## src/rtl/spi_frame_master.sv

```systemverilog
// Mode-0 MSB-first SPI master: one SSEL-low frame of FRAME_BYTES bytes per start; start is ignored (not queued) while busy.
// SSEL falls 1 clk after start and stays low 2*CLK_DIV+FRAME_BYTES*(16*CLK_DIV+1) clk. SPI_MASTER_AUTORUN_EN: enable acts as start.
module spi_frame_master #(
  parameter int CLK_DIV     = 4,
  parameter int FRAME_BYTES = 20,
  parameter int GAP_CYCLES  = 8
) (
  input  logic       clk,
  input  logic       rst_n,
  input  logic       start,
  output logic       busy,
  output logic       done,
  output logic [4:0] tx_addr,
  input  logic [7:0] tx_data,
  output logic       rx_valid,
  output logic [4:0] rx_addr,
  output logic [7:0] rx_data,
  input  logic       enable,
  output logic       SCK,
  output logic       MOSI,
  input  logic       MISO,
  output logic       SSEL
);

  typedef enum logic [2:0] {
    S_IDLE, S_SETUP, S_LO, S_HI, S_BEND, S_HOLD, S_GAP
  } state_t;

  localparam logic [15:0] DIV_LAST = 16'(CLK_DIV - 1);
  localparam logic [15:0] GAP_LAST = 16'(GAP_CYCLES - 1);
  localparam logic [4:0]  LAST_IDX = 5'(FRAME_BYTES - 1);

  state_t      state;
  logic [15:0] cnt;
  logic [2:0]  bit_cnt;
  logic [4:0]  idx;
  logic [7:0]  tx_sh;
  logic [7:0]  rx_sh;
  logic        miso_q1;
  logic        miso_s;
  logic        go;

`ifdef SPI_MASTER_AUTORUN_EN
  assign go = start | enable;
`else
  logic unused_enable;
  assign unused_enable = enable;
  assign go = start;
`endif

  always_ff @(posedge clk or negedge rst_n) begin
    if (!rst_n) begin
      miso_q1 <= 1'b0;
      miso_s  <= 1'b0;
    end else begin
      miso_q1 <= MISO;
      miso_s  <= miso_q1;
    end
  end

  always_ff @(posedge clk or negedge rst_n) begin
    if (!rst_n) begin
      state    <= S_IDLE;
      cnt      <= '0;
      bit_cnt  <= '0;
      idx      <= '0;
      tx_sh    <= '0;
      rx_sh    <= '0;
      busy     <= 1'b0;
      done     <= 1'b0;
      tx_addr  <= '0;
      rx_valid <= 1'b0;
      rx_addr  <= '0;
      rx_data  <= '0;
      SCK      <= 1'b0;
      MOSI     <= 1'b0;
      SSEL     <= 1'b1;
    end else begin
      done     <= 1'b0;
      rx_valid <= 1'b0;
      case (state)
        S_IDLE: begin
          if (go) begin
            state   <= S_SETUP;
            busy    <= 1'b1;
            SSEL    <= 1'b0;
            tx_addr <= '0;
            idx     <= '0;
            cnt     <= '0;
          end
        end
        S_SETUP: begin
          if (cnt == DIV_LAST) begin
            cnt     <= '0;
            bit_cnt <= '0;
            tx_sh   <= tx_data;
            MOSI    <= tx_data[7];
            state   <= S_LO;
          end else begin
            cnt <= cnt + 16'd1;
          end
        end
        S_LO: begin
          if (cnt == DIV_LAST) begin
            cnt   <= '0;
            SCK   <= 1'b1;
            state <= S_HI;
            // Present the next byte's address early so a registered RAM has settled by BEND.
            if (bit_cnt == 3'd7) tx_addr <= idx + 5'd1;
          end else begin
            cnt <= cnt + 16'd1;
          end
        end
        S_HI: begin
          if (cnt == DIV_LAST) begin
            cnt     <= '0;
            SCK     <= 1'b0;
            rx_sh   <= {rx_sh[6:0], miso_s};
            tx_sh   <= {tx_sh[6:0], 1'b0};
            bit_cnt <= bit_cnt + 3'd1;
            if (bit_cnt == 3'd7) begin
              state    <= S_BEND;
              rx_valid <= 1'b1;
              rx_addr  <= idx;
              rx_data  <= {rx_sh[6:0], miso_s};
            end else begin
              state <= S_LO;
              MOSI  <= tx_sh[6];
            end
          end else begin
            cnt <= cnt + 16'd1;
          end
        end
        S_BEND: begin
          idx     <= idx + 5'd1;
          cnt     <= '0;
          bit_cnt <= '0;
          if (idx == LAST_IDX) begin
            state <= S_HOLD;
          end else begin
            state <= S_LO;
            tx_sh <= tx_data;
            MOSI  <= tx_data[7];
          end
        end
        S_HOLD: begin
          if (cnt == DIV_LAST) begin
            cnt     <= '0;
            SSEL    <= 1'b1;
            done    <= 1'b1;
            MOSI    <= 1'b0;
            tx_addr <= '0;
            state   <= S_GAP;
          end else begin
            cnt <= cnt + 16'd1;
          end
        end
        S_GAP: begin
          if (cnt == GAP_LAST) begin
            cnt   <= '0;
            busy  <= 1'b0;
            state <= S_IDLE;
          end else begin
            cnt <= cnt + 16'd1;
          end
        end
        default: state <= S_IDLE;
      endcase
    end
  end

endmodule

```

## config.mk

```make
export PLATFORM = sky130hd
export DESIGN_NAME = spi_frame_master
export DESIGN_NICKNAME = d
export VERILOG_FILES = /design/src/rtl/spi_frame_master.sv
export SDC_FILE = /design/constraint.sdc
export NUM_CORES = 1
export LEC_CHECK = 0
export BUFFER_PORTS_ARGS = -buffer_cell sky130_fd_sc_hd__buf_2
export CORE_UTILIZATION = 51
export DETAILED_ROUTE_END_ITERATION = 10
export PLACE_DENSITY = 0.69
export SLEW_MARGIN = 25
export SYNTH_ARGS = -nofsm -noshare
export SYNTH_HDL_FRONTEND = slang
export SYNTH_SLANG_ARGS = --single-unit
```

## constraint.sdc

```tcl
create_clock -name clk -period 2.75 [get_ports clk]
set_input_delay 0.6875 -clock clk [delete_from_list [all_inputs] [get_ports clk]]
set_output_delay 0.6875 -clock clk [all_outputs]
set_load 0.005 [all_outputs]
```

==> results of run 1 <==
## power groups by stage
stage | clock network, mW | logic [mW] | registers (mW)
CTS | 0.735 | 1.20 | 1.32
detailed placement | 0 | 1.19 | 1.33
global route | 0.778 | 1.34 | 1.35
global placement | 0 | 1.16 | 1.32
finish | 0.719 | 1.20 | 1.32
floorplan | 0 | 0.855 | 1.27
## cells in the mapped netlist (3+ instances only)
cell,count,share of area
mux2i_1,9,0.027
o32ai_1,4,0.011
mux2_2,16,0.055
clkbuf_1,9,0.010
nand3_1,8,0.012
nand4_1,3,0.0057
xor2_1,6,0.016
a21o_1,3,0.0069
o31ai_1,5,0.011
mux2_4,9,0.041
inv_1,7,0.0080
nor2_1,24,0.027
and4_1,4,0.011
nor4_1,4,0.0076
o21ai_0,21,0.032
nand2_1,18,0.021
nor3_1,9,0.014
ha_1,4,0.015
a21oi_1,14,0.021
nand2b_1,7,0.013
dfrtp_1,66,0.50
a22o_1,8,0.021
## layer usage
layer  wire, um  share of wire  global-route usage  vias to the layer above
li1           -              -                   -                     1192
met1       3150           0.48               0.311                     1215
met2       3080           0.47               0.345                       47
met3        200          0.030              0.0374                       17
met4        170          0.026               0.116                        0
met5          0              0                   0                        -
## layout make-up
cell class	count	area [um^2]	share of cell area
inverters	7	26.3	0.00691
clock inverters	4	26.3	0.00691
clock buffers	12	145	0.0382
well taps	75	93.8	0.0247
repair buffers	52	315	0.0829
flip-flops and latches	67	1680	0.441
multi-input cells	210	1520	0.399
## logic make-up (layout without fill, tap and decap cells)
logic type | after synthesis | after routing
and+or+nand+nor | 97 | 97
AOI/OAI and AO/OA | 69 | 69
DFF | 67 | 67
muxes | 34 | 34
buffers and inverters | 20 | 75
xor gates and xnor gates | 6 | 6
adders and majority gates | 4 | 4
## metrics by stage
step,instance area (um^2),cells,utilization
5_1_grt,3800,427,0.627
3_5_place_dp,3630,411,0.599
6_report,3800,427,0.627
2_1_floorplan,3290,297,-
4_1_cts,3800,427,0.627
3_3_place_gp,3630,411,0.599
## path summary, 6_finish.rpt
| kind | start | to | cells past startpoint |
|---|---|---|---|
| max | cnt[0] | MOSI | 6 |
| min | rst_n | rx_valid | 1 |
| min in group clk | miso_q1 | miso_s | 0 |
| max reg2reg | cnt[0] | MOSI | 6 |
| max in group asynchronous | rst_n | SSEL | 2 |
| min reg2reg | miso_q1 | miso_s | 0 |
## worst max-delay path, cell delays in order, from the launching register on
cell and delay, ns:
dfrtp_1 0.40, ha_1 0.18, or4b_1 0.50, or4_1 0.50, buf_4 0.21, o32ai_1 0.42, mux2_2 0.40
## flip-flops by register name, summed over array words and instances (netlist names)
| name | flops |
|---|---|
| rx_sh | 7 |
| miso_q1 | 1 |
| SSEL | 1 |
| cnt | 16 |
| SCK | 1 |
| miso_s | 1 |
| rx_addr | 5 |
| bit_cnt | 3 |
| MOSI | 1 |
| done | 1 |
| idx | 5 |
| state | 3 |
| busy | 1 |
| tx_sh | 7 |
| rx_valid | 1 |
| rx_data | 8 |
| tx_addr | 5 |
==> flow_summary.json, run 1 <==
{
  "start_kind": "flip-flop",
  "cp.arrival_ns": 2.95,
  "clkPwrFrac": 0.222,
  "post-route-period-util": 0.991,
  "clk_pin_slew_worst_paths_ns": 0.08,
  "grt_pass1_wl_mm": 11.4,
  "nFillCells": 513,
  "track_usage": 0.226,
  "htreeDepth": 3,
  "final_common_cell": "dfrtp_1",
  "synth_warnings": 0,
  "internal_power_mw": 2.03,
  "yosys.area_share.simple": 0.168,
  "tns_ns": 0,
  "nets": 364,
  "place_congestion": 0.815,
  "crit_fanout": 10,
  "dp_hpwl_mm": 4.72,
  "fp-row-count": 28,
  "cts_resized": 0,
  "place_ws_ns": 0.0847,
  "switchingPower_mw": 1.21,
  "chipWidth_um": 82.3,
  "vdd_drop_max_mv": 0.467,
  "hold_class": "input port to async pin",
  "die_h_um": 82.3,
  "p_per_area_nw_per_um2": 851,
  "fmax_ghz": 0.367,
  "die_area_um2": 6770,
  "ios": 37,
  "timing.hold.ws_ns": 0.331,
  "power.total_mw": 3.24,
  "wire_per_inst_um": 15.5,
  "yosys_register_bits": 67,
  "worstMarginPinSlew_ns": 0.899,
  "cts_root_buffer": "clkbuf_8",
  "tritoncts": "yes",
  "synth-compound-area-share": 0.139,
  "wirelength_mm": 6.60,
  "grt_max_degree": 32,
  "cts_sinks": 67,
  "netlist_instances": 297,
  "layout_setup_ws_ns": 0.0251,
  "antenna_found_initial": 0,
  "start_util": 0.542,
  "synth_top_family_by_area": "simple AND/OR/NAND/NOR gates",
  "swShare": 0.373,
  "end_kind": "flip-flop",
  "p_leak_nw": 1.89,
  "synth_enable_flop_cells": 0,
  "grt_pass1_vias": 2371,
  "setup_viol": 0,
  "worst_skew_pair.late_latency_ns": 0.34,
  "syn_avg_cell_area_um2": 11.1,
  "timing.final.hold_violations": 0,
  "synth_ff_type": "dfrtp_1",
  "slew_violations": 0,
  "comb_power_share": 0.371,
  "firstDrtPassIters": 4,
  "via_count": 2471,
  "postCtsSetupBuffers": 0,
  "synth_nets": 314,
  "numCtsBuffers": 9,
  "antenna_left": 0,
  "synth.cell_area_um2": 3290,
  "port-buffer-count": 35,
  "drt_iter0_drc": 158,
  "diodes": 0,
  "synth_async_sr_flop_share": 1.00,
  "synth-xor-area-share": 0.0160,
  "ys_seq_area_frac": 0.511,
  "mostFrequentLayoutCells": "66 x dfrtp_1, 35 x buf_2, 24 x nor2_1",
  "synthMuxAreaShare": 0.123,
  "yosysUniqueCellTypes": 54,
  "maxCapViolations": 0,
  "fin_crit_ns": 2.72,
  "synth_adder_area_share": 0.0152,
  "crit_type": "flip-flop to flip-flop",
  "drive_gt1_frac": 0.295,
  "worstPathRequired_ns": 2.97,
  "grt-ovfl-total": 0,
  "p_seq_frac": 0.407,
  "grt_setup_unrepaired": "false",
  "core_region_area_um2": 6060,
  "reg2reg_slack_ns": 0.03,
  "status": "finished clean",
  "slew-limit-headroom": 0.396,
  "skew_ns": 0.0102,
  "drcViolationCount": 0,
  "clockBufferDepth": 2,
  "ctsHoldBuffers": 0,
  "area_delta_synth_final_pct": 15.7,
  "vias_per_cell": 5.79
}
(Power assumes the default switching activity.)
==> run 2: changes to the inputs <==
Settings changed: ABC_AREA set to 1.
==> flow_summary.json, run 2 <==
{
  "port-buffer-count": 35,
  "diodes": 0,
  "worstPathCellList": "ha_1 > nand2_1 > nor2_2 > nand2_4 > nor2_8 > nand2_4 > inv_1 > nand2_1 > nand2_1",
  "end_kind": "flip-flop",
  "yosys-top-cells-area": "dfrtp_1 46%, nand2_1 18%, inv_1 5.0%",
  "synth_enable_flop_cells": 0,
  "place_congestion": 0.874,
  "post-route-period-util": 0.728,
  "skew_ns": 0.0102,
  "status": "finished clean",
  "crit_fanout": 25,
  "cp_top_family": "simple AND/OR/NAND/NOR gates",
  "worst_skew_pair.late_latency_ns": 0.35,
  "worstPathRequired_ns": 3.04,
  "die_h_um": 85.5,
  "synth_nets": 475,
  "multi_input_area_um2": 1610,
  "htreeDepth": 3,
  "synth_async_sr_flop_share": 1.00,
  "maxCapViolations": 0,
  "track_usage": 0.218,
  "reg2reg_slack_ns": 0.75,
  "mostFrequentLayoutCells": "174 x nand2_1, 66 x dfrtp_1, 47 x inv_1",
  "wire_per_inst_um": 12.0,
  "ctsHoldBuffers": 0,
  "die_area_um2": 7300,
  "slew-limit-headroom": 0.579,
  "via_count": 2969,
  "netlist_instances": 458,
  "worstMarginPinSlew_ns": 0.627,
  "antenna_found_initial": 0,
  "p_leak_nw": 2.21,
  "largest_register_ffs": 16,
  "grt_setup_unrepaired": "false",
  "synth_ff_type": "dfrtp_1",
  "fmax_ghz": 0.499,
  "regArea_um2": 1680,
  "start_kind": "flip-flop",
  "drt_iter0_drc": 167,
  "slowest_stage": "dfrtp_1",
  "wirelength_mm": 7.03,
  "synth.cell_area_um2": 3550,
  "critPathBufInv": 1,
  "area_delta_synth_final_pct": 12.9,
  "ios": 37,
  "rr_startpoint": "cnt[0]",
  "tritoncts": "yes",
  "setup_viol": 0,
  "dp_hpwl_mm": 5.05,
  "power.total_mw": 1.89,
  "cts_root_buffer": "clkbuf_8",
  "fin_cells": 584,
  "tns_ns": 0,
  "grt_pass1_vias": 2786,
  "core_region_area_um2": 6760,
  "ys_seq_area_frac": 0.472,
  "chipWidth_um": 85.5,
  "grt-ovfl-total": 0,
  "timing.final.hold_violations": 0,
  "timing.hold.ws_ns": 0.341,
  "drcViolationCount": 0,
  "vdd_drop_max_mv": 0.323,
  "dp_cells": 568,
  "rr_endpoint": "rx_data[0]",
  "fp-row-count": 30,
  "synth_warnings": 0,
  "synth.largest_area_cell": "dfrtp_1",
  "firstDrtPassIters": 8,
  "slew_violations": 0,
  "numCtsBuffers": 9,
  "dpl_cell_area_um2": 3810,
  "cp.arrival_ns": 2.29,
  "antenna_left": 0,
  "crit_path_max_incr_delay_ns": 0.42,
  "nFillCells": 649,
  "synth_common_cells": "174 x nand2_1, 66 x dfrtp_1, 47 x inv_1",
  "yosysMostFrequentCell": "nand2_1",
  "regMostFlops": "cnt",
  "cts_sinks": 67,
  "crit_type": "flip-flop to flip-flop",
  "start_util": 0.526,
  "grt_pass1_wl_mm": 12.5,
  "clk_pin_slew_worst_paths_ns": 0.08,
  "hold_class": "input port to async pin",
  "nets": 516,
  "yosysTopAreaCellShare": 0.465,
  "final_common_cell": "nand2_1",
  "fin_crit_ns": 2.00,
  "postCtsSetupBuffers": 0,
  "ff2ff_path_depth": 9,
  "cpMostUsedCell": "nand2_1",
  "yosys_register_bits": 67,
  "cts_resized": 0,
  "drive_gt1_frac": 0.175,
  "reg.largest.list": "cnt (16), rx_data (8)",
  "syn_avg_cell_area_um2": 7.76,
  "p_per_area_nw_per_um2": 472,
  "grt_max_degree": 29,
  "final_area_um2": 4010,
  "vias_per_cell": 5.08,
  "clockBufferDepth": 2,
  "yosysUniqueCellTypes": 32
}
run 2: worst max path at each step:
stage | slack, ns | end | cells past startpoint | from
CTS | 0.74 | rx_data[0] | 9 | cnt[0]
detailed placement | 0.77 | rx_addr[0] | 9 | cnt[0]
finish | 0.75 | rx_data[0] | 9 | cnt[0]
global route | 0.51 | rx_data[0] | 9 | cnt[0]
global placement | 0.82 | rx_addr[0] | 9 | cnt[0]
floorplan | 1.17 | rx_addr[2] | 9 | cnt[0]
run 2: report_power, final:
part	switching [mW]	total, mW	internal, mW
registers	0.00405	0.997	0.993
clock network	0.417	0.851	0.434
logic	0.0298	0.0450	0.0153
run 2: layer usage:
layer	up-vias	routed length, um	part of all wire	GRT usage
met5	-	0	0	0
li1	1551	-	-	-
met2	52	3180	0.45	0.340
met4	0	184	0.026	0.0788
met3	17	217	0.031	0.0593
met1	1349	3460	0.49	0.292
run 2: area by class of cell:
type | instances | share of cell area
Inverter | 50 | 0.0480
Multi-Input combinational cell | 331 | 0.401
Clock buffer | 9 | 0.0309
Timing Repair Buffer | 40 | 0.0561
Clock inverter | 7 | 0.0203
Sequential cell | 67 | 0.418
Tap cell | 80 | 0.0250
run 2: metrics by stage:
step | util | setup slack, ns
after floorplan | - | 1.17
after global placement | 0.563 | 0.817
after detailed placement | 0.563 | 0.774
after CTS | 0.594 | 0.741
after global routing | 0.594 | 0.515
final | 0.594 | 0.747
run 2: logic make-up after synthesis:
| group | share of synthesized area |
|---|---|
| XOR/XNOR | 0.0123 |
| adder cells (fa/ha/maj) | 0.0141 |
| AND/OR/NAND/NOR | 0.336 |
| buffers and inverters | 0.0743 |
| flip-flops | 0.472 |
| AO/OA/AOI/OAI | 0.0909 |
